## src/rtl/error_stats_collector.sv

```systemverilog
// Error statistics for one regression pass: sum of |err|, max |err| and its index.
// Results are held after the done pulse until the next start or reset.
module error_stats_collector #(
  parameter int N_SAMPLES = 150,
  parameter int ERR_W     = 20,
  parameter int IDX_W     = 8,
  parameter int SUM_W     = 28
) (
  input  logic             clk,
  input  logic             rst,
  input  logic             start,
  input  logic             err_valid,
  input  logic [ERR_W-1:0] err_in,
  output logic             err_ready,
  output logic             busy,
  output logic             done,
  output logic [SUM_W-1:0] sum_abs,
  output logic [ERR_W-1:0] max_abs,
  output logic [IDX_W-1:0] max_idx,
  output logic [IDX_W-1:0] count
);

  localparam logic [1:0] S_IDLE = 2'd0;
  localparam logic [1:0] S_ACC  = 2'd1;
  localparam logic [1:0] S_DONE = 2'd2;

  localparam logic [IDX_W-1:0] LAST = IDX_W'(N_SAMPLES - 1);

  logic [1:0]       state_q, state_d;
  logic [SUM_W-1:0] sum_q, sum_d;
  logic [ERR_W-1:0] max_q, max_d;
  logic [IDX_W-1:0] idx_q, idx_d;
  logic [IDX_W-1:0] cnt_q, cnt_d;

  logic [ERR_W-1:0] abs_v;
  logic             xfer;

  // Most negative input wraps to 2**(ERR_W-1), exact as unsigned.
  assign abs_v = err_in[ERR_W-1] ? (~err_in + ERR_W'(1)) : err_in;
  assign xfer  = err_valid & (state_q == S_ACC);

  always_comb begin
    state_d = state_q;
    sum_d   = sum_q;
    max_d   = max_q;
    idx_d   = idx_q;
    cnt_d   = cnt_q;
    case (state_q)
      S_IDLE: begin
        if (start) begin
          state_d = S_ACC;
          sum_d   = '0;
          max_d   = '0;
          idx_d   = '0;
          cnt_d   = '0;
        end
      end
      S_ACC: begin
        if (xfer) begin
          sum_d = sum_q + SUM_W'(abs_v);
          if (abs_v > max_q) begin
            max_d = abs_v;
            idx_d = cnt_q;
          end
          cnt_d = cnt_q + IDX_W'(1);
          if (cnt_q == LAST) begin
            state_d = S_DONE;
          end
        end
      end
      S_DONE: begin
        state_d = S_IDLE;
      end
      default: begin
        state_d = S_IDLE;
      end
    endcase
  end

  always_ff @(posedge clk or negedge rst) begin
    if (!rst) begin
      state_q <= S_IDLE;
      sum_q   <= '0;
      max_q   <= '0;
      idx_q   <= '0;
      cnt_q   <= '0;
    end else begin
      state_q <= state_d;
      sum_q   <= sum_d;
      max_q   <= max_d;
      idx_q   <= idx_d;
      cnt_q   <= cnt_d;
    end
  end

  assign err_ready = (state_q == S_ACC);
  assign busy      = (state_q == S_ACC);
  assign done      = (state_q == S_DONE);
  assign sum_abs   = sum_q;
  assign max_abs   = max_q;
  assign max_idx   = idx_q;
  assign count     = cnt_q;

endmodule
```

## config.mk

```make
export PLATFORM = sky130hd
export DESIGN_NAME = error_stats_collector
export DESIGN_NICKNAME = d
export VERILOG_FILES = /design/src/rtl/error_stats_collector.sv
export SDC_FILE = /design/constraint.sdc
export NUM_CORES = 1
export LEC_CHECK = 0
export ABC_AREA = 1
export CORE_ASPECT_RATIO = 1.2
export CORE_MARGIN = 4
export CORE_UTILIZATION = 59
export CTS_CLUSTER_DIAMETER = 40
export DETAILED_ROUTE_END_ITERATION = 10
export HOLD_SLACK_MARGIN = 0.08
export PLACE_DENSITY = 0.93
export RECOVER_POWER = 100
export SETUP_SLACK_MARGIN = 0.1
export SLEW_MARGIN = 10
export SYNTH_ARGS = -nofsm -noshare
export SYNTH_HDL_FRONTEND = slang
export SYNTH_SLANG_ARGS = --single-unit
export TNS_END_PERCENT = 5
```

## constraint.sdc

```tcl
create_clock -name clk -period 4.06 [get_ports clk]
set_clock_uncertainty 0.15 [all_clocks]
set_input_delay 0.609 -clock clk [delete_from_list [all_inputs] [get_ports clk]]
set_output_delay 0.609 -clock clk [all_outputs]
set_load 0.005 [all_outputs]
```

### After elaboration in Yosys (flattened, before gate mapping)

Index checks and enable logic that the tools add are counted.

| storage, ports and cells | value |
|---|---|
| flip-flop bits (word level) | 66 |
| output and inout bits | 67 |
| input port bits | 24 |
| word-level logic and storage cells | 41 |

| operators by class | value |
|---|---|
| multiplexer cells | 18 |
| add/sub/neg operators | 3 |
| equal/unequal tests | 7 |
| magnitude comparators | 1 |
| bitwise operators | 2 |
| reductions and logical operators | 5 |

Operators with widths:

| operator | number |
|---|---|
| two-way mux 20 bit | 4 |
| two-way mux 28 bit | 2 |
| one-hot mux 28 bit (2 select lines) | 1 |
| one-hot mux 20 bit (2 select lines) | 1 |
| two-way mux 8 bit | 4 |
| one-hot mux 8 bit (2 select lines) | 2 |
| adder 28 x 20 -> 28 bit | 1 |
| adder 20 x 1 -> 20 bit, second input constant | 1 |
| > comparator 20 bit | 1 |
| NOT 20 bit | 1 |
| adder 8 x 1 -> 8 bit, second input constant | 1 |
| equality test 8 bit, second input constant | 1 |
| two-way mux 2 bit | 3 |
| != test 2 x 1 -> 1 bit, second input constant | 3 |
| AND reduction 3 bit | 2 |
| one-hot mux 2 bit (2 select lines) | 1 |
| AND reduction 4 bit | 1 |
| equality test 2 x 1 -> 1 bit, second input constant | 1 |
| equality test 2 bit, second input constant | 1 |
| logical NOT 2 bit | 1 |
| != test 2 bit, second input constant | 1 |
| nonzero test 2 bit | 1 |
| AND 1 bit | 1 |

### Logic depth before layout (Yosys ltp)

Gate-level depths: netlist (run 1).

| depth | value |
|---|---|
| depth in word-level cells | 7 |
| depth in mapped cells | 21 |
| mapped depth without buffers | 21 |

### Worst setup path after synthesis (run 1)

Ideal clock, no wire load.

| timing | value |
|---|---|
| path kind | input -> register |
| start | input err_in[0] |
| end | register max_q[9], in the netlist max_abs[9] |
| data arrival time | 2.776 ns |
| data required time | 3.793 ns |
| setup slack | 1.018 ns |
| stages | 21 |
| path buffers | 2 |
| setup time | 0.117 ns |
| path through | inv_1 > ha_1 > nand3_1 > nor2_1 > nand2_1 > nand2_1 > nand3_1 > xor2_1 > ha_1 > nand2_1 > inv_1 > nand2_1 > nand2_1 > a21oi_1 > nand3_2 > nand2_2 > nand2_4 > buf_12 > buf_12 > nand3_1 > nand2_1 |

| on the way | value |
|---|---|
| word-level cells in the longest chain between the ends | 6 |
| elaborated cells on any way between the ends | 9 |
| those cells by class | add/sub (1); order compare (1); eq/ne (1); mux (4); bitwise (1); reduce/logical (1) |

Ends and longest elaborated chain:

| item | RTL line | RTL |
|---|---|---|
| from (decl) | 13 | `input logic [ERR_W-1:0] err_in,` |
| NOT 20 bit | 39 | `assign abs_v = err_in[ERR_W-1] ? (~err_in + ERR_W'(1)) : err_in;` |
| adder 20 x 1 -> 20 bit | 39 |  |
| two-way mux 20 bit (*) | 39 |  |
| > comparator 20 bit or two-way mux 20 bit (tied branches) | 61 | `if (abs_v > max_q) begin` |
| != test 2 x 1 -> 1 bit (no source line) or two-way mux 20 bit (tied branches) | n/a |  |
| AND reduction 4 bit (no source line) or one-hot mux 20 bit (2 select lines) (tied branches) | n/a |  |
| to (signal assigned) | 90 | `max_q <= max_d;` |
| to (decl) | 31 | `logic [ERR_W-1:0] max_q, max_d;` |

Mark *: on every way between the ends. The rest lies on a longest branch, timed or not. The select of a mux whose other input is x is not followed.
A chain may end at the register's enable or synchronous reset.

### Worst setup path after layout (run 1)

| timing | value |
|---|---|
| start | input err_in[4] |
| end | register max_q[8], in the netlist max_abs[8] |

Same word-level chain as after synthesis.

==> results.ini, run 1 <==
[status]
status=complete, but fails checks
violations=capacitance limit, slew limit

[power]
power_density_nw_per_um2=680
total_leakage_power_nw=3.50
peakVddDrop_v=0.000442

[floorplan]
die_h_um=112
start_util=0.609
die_w_um=94.3
dieArea_um2=10500
rows=37
coreArea_um2=8660
pin_count=91

[synth]
syn_avg_cell_area_um2=6.71
ys_types=41
netlist_area_um2=5280
async_flop_share=1.00
seq_area_frac_synth=0.313
synth_top_area_frac=0.313
synth_ff_type=dfrtp_1
synth_edf_count=0
yosys_warnings=0
syn_inst=786
synth_seq_cells=66
synth_area_leader_cell=dfrtp_1
syn-num-nets=856
netlist_top_cells_area=dfrtp_1 (31%), nand2_1 (19%), ha_1 (11%), inv_1 (7.6%), nand3_1 (5.8%)

[drt]
ant_nets=0
totalWireLength_mm=14.9
drt_iter0_markers=494
via_count=5596
first_pass_iters=5
wl_per_cell_um=14.9
viasPerCell=5.60
route.detailed.drc=0

[timing]
fin_ws_ns=0.373
slew_violations=36
min_period_over_period=0.908
finalSetupViolations=0
relSlewSlack=-0.285
grt_setup_unrepaired=false
finalSetupTns_ns=0
fin_crit_ns=3.69
hold_ws_ns=0.317
max_freq_mhz=271
finalHoldViolCount=0
tightestPinTransition_ns=1.93

[placed_design]
dpl_cell_area_um2=6240
gp_congestion=1.00
dp_hpwl_mm=11.1
io_buffers=90
post-place-ws_ns=0.207

[grt]
grt_pass1_wl_mm=24.6
grt_pass1_vias=5262
antenna_found_initial=0
grt_max_degree=38
grt_usage=0.292
overflow=0

[critical_path]
worstPathRequired_ns=4.15
slowest_delay_ns=0.47
cp-end-kind=flop
cpMostUsedCell=nand2_1
worst-path-buf-inv=1
start_kind=primary input
cp_top_family=simple AND/OR/NAND/NOR gates
crit_arrival_ns=3.78
worst-r2r-setup-slack_ns=0.99
slowest_stage=clkdlybuf4s50_1
critPathKind=primary input to flop
crit_path_cell_trace=clkdlybuf4s50_1 > nor2_1 > nand2_1 > nor2_1 > nand4_1 > nand2_1 > xor2_1 > ha_1 > nand2_1 > nor2_1 > nand2_1 > nor2_1 > nand2_1 > nand3_2 > nand2_2 > nand2_4 > nand2_4 > nand2_1 > nand2_1
path_max_fanout=28

[clocking]
cts_num_sinks=66
cts_root_buf=clkbuf_8
cts.clk_slew.worst_paths_ns=0.08
clk_latency_ns=0.36
clockBufferDepth=2
numCtsBuffers=9
h-tree-depth=3
cts_tree=done
cts_setup_buffers=0
cts_resized=0
hold_buffers=0

[final_layout]
antenna_cells=0
area_growth_pct=22.1
final_cell_mix=nand2_1 (272), inv_1 (107), nor2_1 (82)
nets=948
drive_gt1_frac=0.0385
stdcell_area_um2=6440
mostFrequentLayoutCell=nand2_1

[worst_hold_path]
worstHoldPathType=flop to flop

[job]
drv_cap=1

==> stage by stage <==
stage | cells | utilization | power (W)
after CTS | 1000 | 0.747 | 0.00447
after global placement | 984 | 0.721 | 0.00372
final | 1000 | 0.744 | 0.00438
after floorplan | 786 | - | 0.00280
after global routing | 1000 | 0.744 | 0.00475
after detailed placement | 984 | 0.721 | 0.00380
==> routing by layer <==
metal	part of all wire	routed length, um	GRT usage	up-vias
li1	-	-	-	2689
met1	0.39	5820	0.362	2561
met2	0.49	7300	0.486	300
met3	0.079	1170	0.0554	46
met4	0.041	612	0.136	0
met5	0	0	0	-
==> area by class of cell <==
class / instances / area, um2
Clock buffer: 9 / 124
Clock inverter: 7 / 101
Fill cell: 684 / 2220
Inverter: 109 / 409
Multi-Input combinational cell: 596 / 3060
Sequential cell: 66 / 1650
Tap cell: 117 / 146
Timing Repair Buffer: 96 / 950
==> cells by family (layout without fill, tap and decap cells) <==
kind of cell | count (synthesis) | count (layout) | share of synthesized area
compound gates | 93 | 93 | 0.0954
xor+xnor | 17 | 17 | 0.0282
fa+ha+maj | 46 | 46 | 0.111
buf+inv | 124 | 221 | 0.103
flops | 66 | 66 | 0.313
mux | 1 | 1 | 0.00190
simple gates | 439 | 439 | 0.348
==> synth_stat cells (3+ instances only) <==
master / number
dfrtp_1: 66
buf_12: 3
nand4_1: 3
inv_1: 107
buf_2: 8
nand3_2: 3
o21ai_0: 32
nand3_1: 61
nand2_2: 3
xor2_1: 15
nor2_2: 3
nand2_1: 270
ha_1: 45
nand2_4: 3
o21bai_1: 5
a21oi_1: 45
nor3_1: 6
o22ai_1: 3
nor2_1: 79
==> sequential cells by signal, indices dropped and copies added, names as in the netlist <==
signal	flops
sum_abs	28
max_abs	20
count	8
max_idx	8
state_q	2
==> worst paths after layout <==
kind,from,endpoint,depth (start not counted)
max in group asynchronous,rst,sum_abs[10],2
setup reg to reg,state_q[1],sum_abs[24],8
hold reg to reg,max_idx[6],max_idx[6],2
hold / removal,max_idx[6],max_idx[6],2
setup / recovery,err_in[4],max_abs[8],19
min in group asynchronous,rst,sum_abs[2],1
==> worst register-to-register path, stage by stage, from the launching register on <==
cell     delay, ns
dfrtp_1       0.42
nor2_1        0.27
nand2_1       0.42
nand2_1       0.65
inv_1         0.56
nor2_1        0.28
nand3_1       0.10
nand2_1       0.07
nor2_1        0.04
==> where the power goes <==
| part | switching [W] | total (W) | internal (W) |
|---|---|---|---|
| clock | 0.000287 | 0.000636 | 0.000349 |
| sequential | 0.000275 | 0.00122 | 0.000948 |
| combinational | 0.00146 | 0.00252 | 0.00106 |
| total | 0.00202 | 0.00438 | 0.00235 |
(Power assumes the default switching activity.)
==> run 2: changes to the inputs <==
Settings changed: CTS_BUF_LIST set to sky130_fd_sc_hd__clkbuf_4 sky130_fd_sc_hd__clkbuf_8 sky130_fd_sc_hd__clkbuf_16.
==> results of run 2 <==
No change in the layout: final DEF, timing and power equal those of run 1.
